[config.mk]
export PLATFORM = sky130hd
export DESIGN_NAME = fifo8_reader
export DESIGN_NICKNAME = d
export VERILOG_FILES = /design/src/rtl/fifo8_reader.sv
export SDC_FILE = /design/constraint.sdc
export NUM_CORES = 1
export LEC_CHECK = 0
export BUFFER_PORTS_ARGS = -buffer_cell sky130_fd_sc_hd__clkbuf_2
export CAP_MARGIN = 20
export CORE_UTILIZATION = 26
export CTS_CLUSTER_DIAMETER = 80
export DETAILED_ROUTE_END_ITERATION = 12
export SYNTH_ARGS = -nofsm -noshare
export SYNTH_HDL_FRONTEND = slang
export SYNTH_SLANG_ARGS = --single-unit
[constraint.sdc]
create_clock -name clk -period 7.83 [get_ports clk]
set_input_delay 1.566 -clock clk [delete_from_list [all_inputs] [get_ports clk]]
set_output_delay 1.566 -clock clk [all_outputs]
set_load 0.005 [all_outputs]
[src/rtl/fifo8_reader.sv]
// Read-side controller for a fifo8 with one-cycle registered read data.
// Pops into a 2-entry skid buffer and hands words downstream with valid/ready.
module fifo8_reader #(
  parameter int DATA_WIDTH = 4,
  parameter int CNT_WIDTH  = 8
) (
  input  logic                  clk,
  input  logic                  rst,
  input  logic                  enable,
  input  logic [DATA_WIDTH-1:0] buf_out,
  input  logic                  buf_empty,
  input  logic                  almost_empty,
  output logic                  rd_en,
  output logic [DATA_WIDTH-1:0] data_out,
  output logic                  valid_out,
  input  logic                  ready_in,
  output logic                  busy,
  output logic                  low_water,
  output logic [CNT_WIDTH-1:0]  rd_count
);

  typedef enum logic [1:0] {
    IDLE  = 2'd0,
    RUN   = 2'd1,
    FLUSH = 2'd2
  } state_t;

  localparam logic [CNT_WIDTH-1:0] CNT_ONE = {{(CNT_WIDTH-1){1'b0}}, 1'b1};

  state_t                state;
  logic [1:0]            occ;
  logic                  vld_p1;
  logic [DATA_WIDTH-1:0] head_p2;
  logic [DATA_WIDTH-1:0] tail_p2;
  logic                  pop_out;
  logic [2:0]            level;

  assign valid_out = (occ != 2'd0);
  assign data_out  = head_p2;
  assign pop_out   = valid_out & ready_in;

  // Words that will be owned by the buffer after this edge; the in-flight
  // word must always have a free slot waiting for it.
  assign level = {1'b0, occ} + {2'b0, vld_p1} - {2'b0, pop_out};
  assign rd_en = (state == RUN) && !rst && !buf_empty && (level < 3'd2);

  always_ff @(posedge clk) begin
    if (rst) begin
      state <= IDLE;
      busy  <= 1'b0;
    end else begin
      case (state)
        IDLE: begin
          if (enable) begin
            state <= RUN;
            busy  <= 1'b1;
          end
        end
        RUN: begin
          if (!enable) state <= FLUSH;
        end
        FLUSH: begin
          if (enable) begin
            state <= RUN;
          end else if ((occ == 2'd0) && !vld_p1) begin
            state <= IDLE;
            busy  <= 1'b0;
          end
        end
        default: begin
          state <= IDLE;
          busy  <= 1'b0;
        end
      endcase
    end
  end

  // p1: pop issued last cycle, buf_out now valid; p2: captured into the buffer
  always_ff @(posedge clk) begin
    if (rst) begin
      vld_p1  <= 1'b0;
      occ     <= 2'd0;
      head_p2 <= '0;
      tail_p2 <= '0;
    end else begin
      vld_p1 <= rd_en;
      case ({vld_p1, pop_out})
        2'b10: begin
          if (occ == 2'd0) head_p2 <= buf_out;
          else             tail_p2 <= buf_out;
          occ <= occ + 2'd1;
        end
        2'b01: begin
          head_p2 <= tail_p2;
          occ     <= occ - 2'd1;
        end
        2'b11: begin
          if (occ == 2'd1) begin
            head_p2 <= buf_out;
          end else begin
            head_p2 <= tail_p2;
            tail_p2 <= buf_out;
          end
        end
        default: begin
        end
      endcase
    end
  end

  always_ff @(posedge clk) begin
    if (rst) begin
      low_water <= 1'b0;
      rd_count  <= '0;
    end else begin
      low_water <= almost_empty;
      if (pop_out) rd_count <= rd_count + CNT_ONE;
    end
  end

endmodule

Word level (Yosys, flattened, before mapping)

Cells that the tools add are included.

Add/sub/neg operators: 5
Magnitude comparators: 1
Equal/unequal tests: 14
Multiplexer cells: 16
Bitwise logic cells: 2
Reductions and logical operators: 17

Operator list:

| kind                                                        | number |
|---|---|
| 2-to-1 mux 4 bit                                            | 4 |
| != test 2 bit (second input constant)                       | 7 |
| one-hot mux 4 bit (3 select lines)                          | 1 |
| adder 8 x 1 -> 8 bit (second input constant)                | 1 |
| 2-to-1 mux 2 bit                                            | 4 |
| one-hot mux 4 bit (2 select lines)                          | 1 |
| == test 2 x 1 -> 1 bit (second input constant)              | 3 |
| == test 2 bit (second input constant)                       | 3 |
| one-hot mux 2 bit (3 select lines)                          | 1 |
| AND reduction 3 bit                                         | 2 |
| nonzero test 2 bit                                          | 3 |
| logical AND 1 bit                                           | 4 |
| zero test 2 bit                                             | 2 |
| one-hot mux 2 bit (2 select lines)                          | 1 |
| AND reduction 4 bit                                         | 1 |
| adder 2 x 1 -> 3 bit                                        | 1 |
| zero test 1 bit                                             | 3 |
| less-than comparator 3 x 2 -> 1 bit (second input constant) | 1 |
| 2-to-1 mux 1 bit                                            | 3 |
| != test 3 bit (second input constant)                       | 1 |
| one-hot mux 1 bit (3 select lines)                          | 1 |
| nonzero test 3 bit                                          | 1 |
| subtractor 3 x 1 -> 3 bit                                   | 1 |
| adder 2 x 1 -> 2 bit (second input constant)                | 1 |
| 4 further kinds                                             | 4 |

Register bits after elaboration: 23
Input bits: 10
Output and inout bits: 16
Word-level logic and storage cells: 63

Logic depth before layout (Yosys ltp)

Gate-level depths: netlist of run 1.

Word-level depth: 5
Mapped depth: 11
Gate-level depth less buffers: 10

Worst setup path before layout of run 1

No wires, ideal clock.

Path kind: input port to output port
From: in ready_in
To: out rd_en
Data arrival time: 3.105 ns
Setup slack: 3.159 ns
Cell stages on the path: 9
Path buffers: 1
Cell sequence: nand2b_1 buf_6 inv_1 ha_1 nand2b_1 fa_1 xnor2_1 nand2_1 nor4_1

Word-level cells in the longest chain between the ends: 4

RTL lines:

| element                             | RTL line | RTL |
|---|---|---|
| start: declaration                  | 16       | `input logic ready_in,` |
| AND 1 bit                           | 40       | `assign pop_out = valid_out & ready_in;` |
| via pop_out                         | 35       | `logic pop_out;` |
| subtractor 3 x 1 -> 3 bit           | 44       | `assign level = {1'b0, occ} + {2'b0, vld_p1} - {2'b0, pop_out};` |
| less-than comparator 3 x 2 -> 1 bit | 45       | `assign rd_en = (state == RUN) && !rst && !buf_empty && (level < 3'd2);` |
| logical AND 1 bit                   | 45       |  |
| end: declaration                    | 13       | `output logic rd_en,` |

The timed path passes the listed nets, and every way through them passes these cells.

Worst setup path after layout of run 1

Ends and elaborated chain as after synthesis.

==> impl_metrics.tcl, run 1 <==
set metrics [dict create \
    status "finished, final reports clean" \
    ant_nets 0 \
    cts_setup_buffers 0 \
    nFillCells 442 \
    start_kind "primary input" \
    cp_max_fo 9 \
    num_rows 23 \
    r2r-start "occ[1]$_SDFFE_PP0N_" \
    cts_tree "done" \
    critPathKind "primary input to output port" \
    hp-start "tail_p2[1]$_SDFFE_PP0P_" \
    grt_max_degree 26 \
    setup_ws_ns 2.71 \
    core-area_sq_um 4120 \
    synth_xor_area_frac 0.0380 \
    synth_cells 130 \
    final-max-slew-violation-count 0 \
    drive_gt1_frac 0.208 \
    die_h_um 68.6 \
    min_period_ns 5.12 \
    worst_pin_slew_ns 0.509 \
    start_util 0.280 \
    synth.area.mux_share 0.0195 \
    utilization 0.330 \
    gp_congestion 0.788 \
    synth_top_cell_area_share 0.400 \
    mostFrequentLayoutCells "clkbuf_2, dfxtp_1, o21ai_0, nor2_1, a21oi_1" \
    hold_viol_final 0 \
    syn_nets 147 \
    p_per_area_nw_per_um2 268 \
    ys_seq_elements 23 \
    cts.sinks 23 \
    dpl.cell_count 200 \
    maxCapViolCount 0 \
    drc_errors 0 \
    io_buffer_count 25 \
    clkSlewWorstSetupHoldPaths_ns 0.08 \
    hpwl_um 1680 \
    fin_area_sq_um 1360 \
    skew_ns 0.00381 \
    final_common_cell "clkbuf_2" \
    end_kind "output port" \
    netlist_area_sq_um 1150 \
    synthTopCellsByArea "dfxtp_1, ha_1, o21ai_0" \
    boundaryPins 26 \
    cts_buffer_depth 2 \
    slew-limit-headroom 0.661 \
    yosys_warnings 0 \
    worstSetupStartpoint "ready_in" \
    avgSynthCellArea_sq_um 8.86 \
    wl_per_cell_um 10.9 \
    cts_buffers 3 \
    antennaDiodeCount 0 \
    antenna_found_initial 0 \
    cp.arrival_ns 3.55 \
    synth_edf_count 0 \
    routed_wl_um 2230 \
    final_net_count 172 \
    finalPower_mw 0.365 \
    synth-seq-area-share 0.400 \
    synth_compound_area_frac 0.213 \
    cts_resized 0 \
    post-route-period-util 0.653 \
    hold_buffers 0 \
    hold_ws_ns 0.478 \
    async_flop_share 0 \
    hold_class "flip-flop to flip-flop" \
    fin_setup_tns_ns 0 \
    synth_top_family_by_area "compound AO/OA/AOI/OAI gates" \
    fin_cells 204 \
    grt_pass1_vias 867 \
    fp.dieW_um 68.6 \
    drt_iter0_markers 37 \
    placed_cell_area_sq_um 1310 \
    ir_worst_vdd_mv 0.0716 \
    dieArea_sq_um 4700 \
    synth_top_cell_by_area "dfxtp_1" \
    synthFlopType "dfxtp_1" \
    leakagePower_nw 0.535 \
    yosys.area_share.simple 0.202 \
    globalRouteTotalUtil 0.107 \
    ys_types 31 \
    clock_latency_ns 0.26 \
    synth_fa_ha_area_frac 0.0825 \
    cts.htree.levels 1 \
    grt_pass1_wl_um 3720 \
    cts-root-buf "clkbuf_8" \
    vias_per_cell 4.80 \
    globalRouteOverflowTotal 0 \
    dr.pass1.iters 4 \
    max_freq_ghz 0.195 \
    dpl_worst_slack_ns 2.69 \
    vias 979 \
    finalSetupViolCount 0 \
    cp.required_ns 6.26 \
    area_delta_synth_final_pct 17.9 \
    rsz0062_at_grt "false" \
]
-- state kept, by name, indices dropped and copies added, names as in the netlist --
| name | count |
|---|---|
| rd_count | 8 |
| vld_p1 | 1 |
| tail_p2 | 4 |
| data_out | 4 |
| low_water | 1 |
| occ | 2 |
| state | 2 |
| busy | 1 |
-- cells in the mapped netlist, types with 3 or more instances --
master,number
nor2b_1,6
o21ai_0,11
a311oi_1,4
clkbuf_1,4
nand2b_1,3
dfxtp_1,23
a211oi_1,3
inv_1,7
xnor2_1,3
ha_1,6
o31ai_1,6
nand2_1,5
o211ai_1,4
a21oi_1,10
nor2_1,11
-- metal layers --
layer  vias up  wire length (um)  global-route usage
li1        514                 -                   -
met1       441              1120               0.127
met2        19               968               0.170
met3         5                89              0.0313
met4         0                51              0.0625
met5         -                 0                   0
-- cells by family (layout without fill, tap and decap cells) --
group	Yosys count	after routing
fa+ha+maj	7	7
mux	2	2
xor+xnor	5	5
compound gates	39	39
simple gates	42	42
buf+inv	12	36
flops	23	23
-- power breakdown --
group / internal [mW] / switching (mW)
registers: 0.135 / 0.0147
logic: 0.0651 / 0.0765
clock network: 0.0363 / 0.0369
-- worst paths after layout --
check                                               end  slack (ns)  cells after the start
worst max-delay path                              rd_en        2.71                     10
worst min-delay path            tail_p2[1]$_SDFFE_PP0P_        0.48                      2
worst max register to register        vld_p1$_SDFF_PP0_        5.22                     10
worst min register to register  tail_p2[1]$_SDFFE_PP0P_        0.48                      2
-- worst max-delay path, cell delays in order --
cell	delay [ns]
clkbuf_2	0.11
nand2b_1	0.24
inv_1	0.18
ha_1	0.35
nand2b_1	0.17
fa_1	0.37
xnor2_1	0.14
nand2_1	0.09
nor4_1	0.18
clkbuf_2	0.16
-- area by class of cell --
cell class,count,area (sq um),share of cell area
Multi-Input combinational cell,95,639,0.471
Tap cell,50,62.6,0.0460
Clock buffer,4,45.0,0.0331
Sequential cell,23,460,0.339
Timing Repair Buffer,25,125,0.0921
Inverter,7,26.3,0.0193
No activity file was read; power rests on OpenSTA's default activity.
==> run 2, diff against run 1 <==
==> constraint.sdc (replaced) <==
create_clock -name clk -period 4.2 [get_ports clk]
set_input_delay 0.84 -clock clk [delete_from_list [all_inputs] [get_ports clk]]
set_output_delay 0.84 -clock clk [all_outputs]
set_load 0.005 [all_outputs]
==> impl_metrics.tcl, run 2 (synthesis results as in run 1) <==
set metrics [dict create \
    cts_buffers 3 \
    slew-limit-headroom 0.665 \
    globalRouteTotalUtil 0.115 \
    num_rows 23 \
    core-area_sq_um 4120 \
    clkSlewWorstSetupHoldPaths_ns 0.08 \
    finalSetupViolCount 0 \
    met1Wirelength_um 1100 \
    globalRouteOverflowTotal 0 \
    clock_latency_ns 0.26 \
    antennaDiodeCount 0 \
    cts_setup_buffers 0 \
    hold_path_end "tail_p2[1]$_SDFFE_PP0P_" \
    ant_nets 0 \
    dieArea_sq_um 4700 \
    p_switching_mw 0.242 \
    vias 1001 \
    gp_congestion 0.777 \
    final_net_count 172 \
    area_delta_synth_final_pct 18.0 \
    intPower_mw 0.440 \
    wl_per_cell_um 11.6 \
    mostFrequentLayoutCells "clkbuf_2, dfxtp_1, o21ai_0, nor2_1, a21oi_1" \
    cts.htree.levels 1 \
    cts_buffer_depth 2 \
    boundaryPins 26 \
    r2r-start "occ[1]$_SDFFE_PP0N_" \
    vias_per_cell 4.91 \
    io_buffer_count 25 \
    utilization 0.330 \
    cts.sinks 23 \
    skew_ns 0.00626 \
    hold_viol_final 0 \
    top_register "rd_count" \
    fin_setup_tns_ns 0 \
    regToRegEndpoint "vld_p1$_SDFF_PP0_" \
    antenna_found_initial 0 \
    largest_register_ff_count 8 \
    cts_tree "done" \
    routed.top_layer "met4" \
    cp.required_ns 3.36 \
    status "finished, final reports clean" \
    hold_buffers 0 \
    maxCapViolCount 0 \
    grt_pass1_wl_um 3970 \
    dr.pass1.iters 4 \
    switching_share 0.354 \
    drive_gt1_frac 0.214 \
    hp-start "tail_p2[1]$_SDFFE_PP0P_" \
    combPwrFrac 0.388 \
    r2r_cells 10 \
    start_util 0.280 \
    drc_errors 0 \
    cts-root-buf "clkbuf_8" \
    critPathKind "flip-flop to output port" \
    regToRegSetupSlack_ns 1.60 \
    routed_wl_um 2370 \
    finalPower_mw 0.682 \
    hold_depth 2 \
    grt_pass1_vias 898 \
    die_h_um 68.6 \
    final_common_cell "clkbuf_2" \
    p_per_area_nw_per_um2 501 \
    leakagePower_nw 0.538 \
    max_freq_ghz 0.263 \
    p_seq_frac 0.411 \
    final-max-slew-violation-count 0 \
    ir_worst_vdd_mv 0.140 \
    cp.arrival_ns 2.96 \
    clkPwrFrac 0.200 \
    wl_met3_um 92 \
    fp.dieW_um 68.6 \
    min_period_ns 3.80 \
    worst_pin_slew_ns 0.502 \
    start_kind "flip-flop" \
    post-route-period-util 0.904 \
    end_kind "output port" \
    hpwl_um 1820 \
    grt_max_degree 26 \
    rsz0062_at_grt "false" \
    drt_iter0_markers 37 \
    cp_max_fo 9 \
    cts_resized 0 \
    hold_class "flip-flop to flip-flop" \
    route.met2.wl_um 1120 \
]
run 2: worst max-delay path, stage by stage, from the launching register on:
cell and delay, ns:
dfxtp_1 0.35, inv_1 0.10, ha_1 0.29, nand2b_1 0.31, inv_1 0.17, ha_1 0.35, nand2b_1 0.18, fa_1 0.38
xnor2_1 0.14, nand2_1 0.08, nor4_1 0.17, clkbuf_2 0.16
run 2: final cells by class:
class                   count  area (sq um)
clock inverters             1          5.00
well taps                  50          62.6
fillers                   435          2760
multi-input cells          95           639
inverters                   7          26.3
repair buffers             25           125
flip-flops and latches     23           460
clock buffers               3          41.3
run 2: power groups by stage:
stage | clock network (mW) | registers (mW) | logic, mW
final | 0.137 | 0.280 | 0.265
after global routing | 0.152 | 0.285 | 0.305
after CTS | 0.143 | 0.282 | 0.269
after detailed placement | 0 | 0.287 | 0.267
after global placement | 0 | 0.285 | 0.263
after floorplan | 0 | 0.283 | 0.201
run 2: how the worst max path moves through the flow:
| stage | startpoint | end | slack (ns) |
|---|---|---|---|
| after floorplan | ready_in | rd_en | 0.98 |
| after global placement | ready_in | rd_en | 0.56 |
| after detailed placement | ready_in | rd_en | 0.52 |
| after CTS | occ[1]$_SDFFE_PP0N_ | rd_en | 0.34 |
| after global routing | occ[1]$_SDFFE_PP0N_ | rd_en | 0.11 |
| final | occ[1]$_SDFFE_PP0N_ | rd_en | 0.40 |
run 2: per-layer routing:
metal / vias to the layer above / track usage
met5: - / 0
met3: 5 / 0.0247
met1: 462 / 0.138
met2: 20 / 0.190
li1: 514 / -
met4: 0 / 0.0625
run 2: metrics by stage:
step	worst slack [ns]	hold WS [ns]	cells	cell area [sq um]
after global placement	0.558	0.467	200	1310
after floorplan	0.981	0.444	130	1150
after CTS	0.345	0.487	204	1360
final	0.404	0.486	204	1360
after detailed placement	0.521	0.471	200	1310
after global routing	0.109	0.502	204	1360
==> run 3, diff against run 2 <==
==> constraint.sdc (replaced) <==
create_clock -name clk -period 4.1 [get_ports clk]
set_input_delay 0.82 -clock clk [delete_from_list [all_inputs] [get_ports clk]]
set_output_delay 0.82 -clock clk [all_outputs]
set_load 0.005 [all_outputs]
==> impl_metrics.tcl, run 3 (synthesis results as in run 1) <==
set metrics [dict create \
    max_freq_ghz 0.267 \
    rsz0062_at_grt "false" \
    min_period_ns 3.75 \
    cts_setup_buffers 0 \
    num_rows 23 \
    cts.htree.levels 1 \
    leakagePower_nw 0.538 \
    antenna_found_initial 0 \
    dieArea_sq_um 4700 \
    clkSlewWorstSetupHoldPaths_ns 0.08 \
    gp_congestion 0.759 \
    wl_per_cell_um 11.2 \
    final_common_cell "clkbuf_2" \
    ir_worst_vdd_mv 0.190 \
    end_kind "output port" \
    finalSetupViolCount 0 \
    largest_register_ff_count 8 \
    die_h_um 68.6 \
    start_util 0.280 \
    cts_buffers 3 \
    cp_max_fo 9 \
    post-route-period-util 0.915 \
    p_per_area_nw_per_um2 512 \
    dr.pass1.iters 4 \
    cts_resized 0 \
    cp.arrival_ns 2.93 \
    grt_max_degree 26 \
    fp.dieW_um 68.6 \
    hold_class "flip-flop to flip-flop" \
    mostFrequentLayoutCells "clkbuf_2, dfxtp_1, o21ai_0, nor2_1, a21oi_1" \
    io_buffer_count 25 \
    critPathKind "flip-flop to output port" \
    drc_errors 0 \
    globalRouteTotalUtil 0.106 \
    final_net_count 172 \
    vias_per_cell 4.78 \
    fin_cells 204 \
    hpwl_um 1710 \
    final-max-slew-violation-count 0 \
    fin_setup_tns_ns 0 \
    vias 975 \
    drive_gt1_frac 0.214 \
    core-area_sq_um 4120 \
    hold_ws_ns 0.484 \
    hold_viol_final 0 \
    status "finished, final reports clean" \
    globalRouteOverflowTotal 0 \
    hold_buffers 0 \
    antennaDiodeCount 0 \
    grt_pass1_vias 859 \
    dpl.cell_count 200 \
    routed_wl_um 2280 \
    cts-root-buf "clkbuf_8" \
    ant_nets 0 \
    cts.sinks 23 \
    cts_buffer_depth 2 \
    drt_iter0_markers 20 \
    cts_tree "done" \
    skew_ns 0.00269 \
    area_delta_synth_final_pct 18.0 \
    top_register "rd_count" \
    start_kind "flip-flop" \
    clock_latency_ns 0.26 \
    slew-limit-headroom 0.668 \
    cp.required_ns 3.28 \
    maxCapViolCount 0 \
    boundaryPins 26 \
    worst_pin_slew_ns 0.498 \
    grt_pass1_wl_um 3700 \
]
run 3: cell counts in the layout (fill, tap and decap cells not counted):
No cell type changed its count.
run 3: stage by stage:
stage          power [mW]  area [sq um]   util  setup slack (ns)
5_1_grt             0.752          1360  0.330            0.0462
6_report            0.697          1360  0.330             0.350
3_3_place_gp        0.562          1310  0.319             0.493
4_1_cts             0.709          1360  0.330             0.281
2_1_floorplan       0.496          1150      -             0.921
3_5_place_dp        0.565          1310  0.319             0.439
run 3: worst paths after layout:
| check | startpoint | to | slack [ns] | cells past startpoint |
|---|---|---|---|---|
| setup / recovery | occ[1]$_SDFFE_PP0N_ | rd_en | 0.35 | 11 |
| hold / removal | tail_p2[1]$_SDFFE_PP0P_ | tail_p2[1]$_SDFFE_PP0P_ | 0.48 | 2 |
| setup reg to reg | occ[1]$_SDFFE_PP0N_ | vld_p1$_SDFF_PP0_ | 1.54 | 10 |
| hold reg to reg | tail_p2[1]$_SDFFE_PP0P_ | tail_p2[1]$_SDFFE_PP0P_ | 0.48 | 2 |
run 3: critical path, cell delays in order (launching register included):
cell and delay [ns]:
dfxtp_1 0.35, inv_1 0.10, ha_1 0.27, nand2b_1 0.31, inv_1 0.17, ha_1 0.36
nand2b_1 0.17, fa_1 0.38, xnor2_1 0.14, nand2_1 0.08, nor4_1 0.18, clkbuf_2 0.16
run 3: routing by layer:
layer / part of all wire / vias up / GRT usage / routed length, um
li1: - / 512 / - / -
met1: 0.49 / 445 / 0.127 / 1120
met2: 0.46 / 16 / 0.175 / 1040
met3: 0.037 / 2 / 0.0197 / 84
met4: 0.015 / 0 / 0.0599 / 34
met5: 0 / - / 0 / 0
run 3: cell type report:
| cell class | instances | area (sq um) |
|---|---|---|
| multi-input cells | 95 | 639 |
| clock inverters | 1 | 5.00 |
| repair buffers | 25 | 125 |
| flip-flops and latches | 23 | 460 |
| fillers | 438 | 2760 |
| well taps | 50 | 62.6 |
| inverters | 7 | 26.3 |
| clock buffers | 3 | 41.3 |
run 3: where the power goes:
part,internal [mW],switching [mW]
Sequential,0.258,0.0282
Combinational,0.125,0.145
Clock,0.0677,0.0732
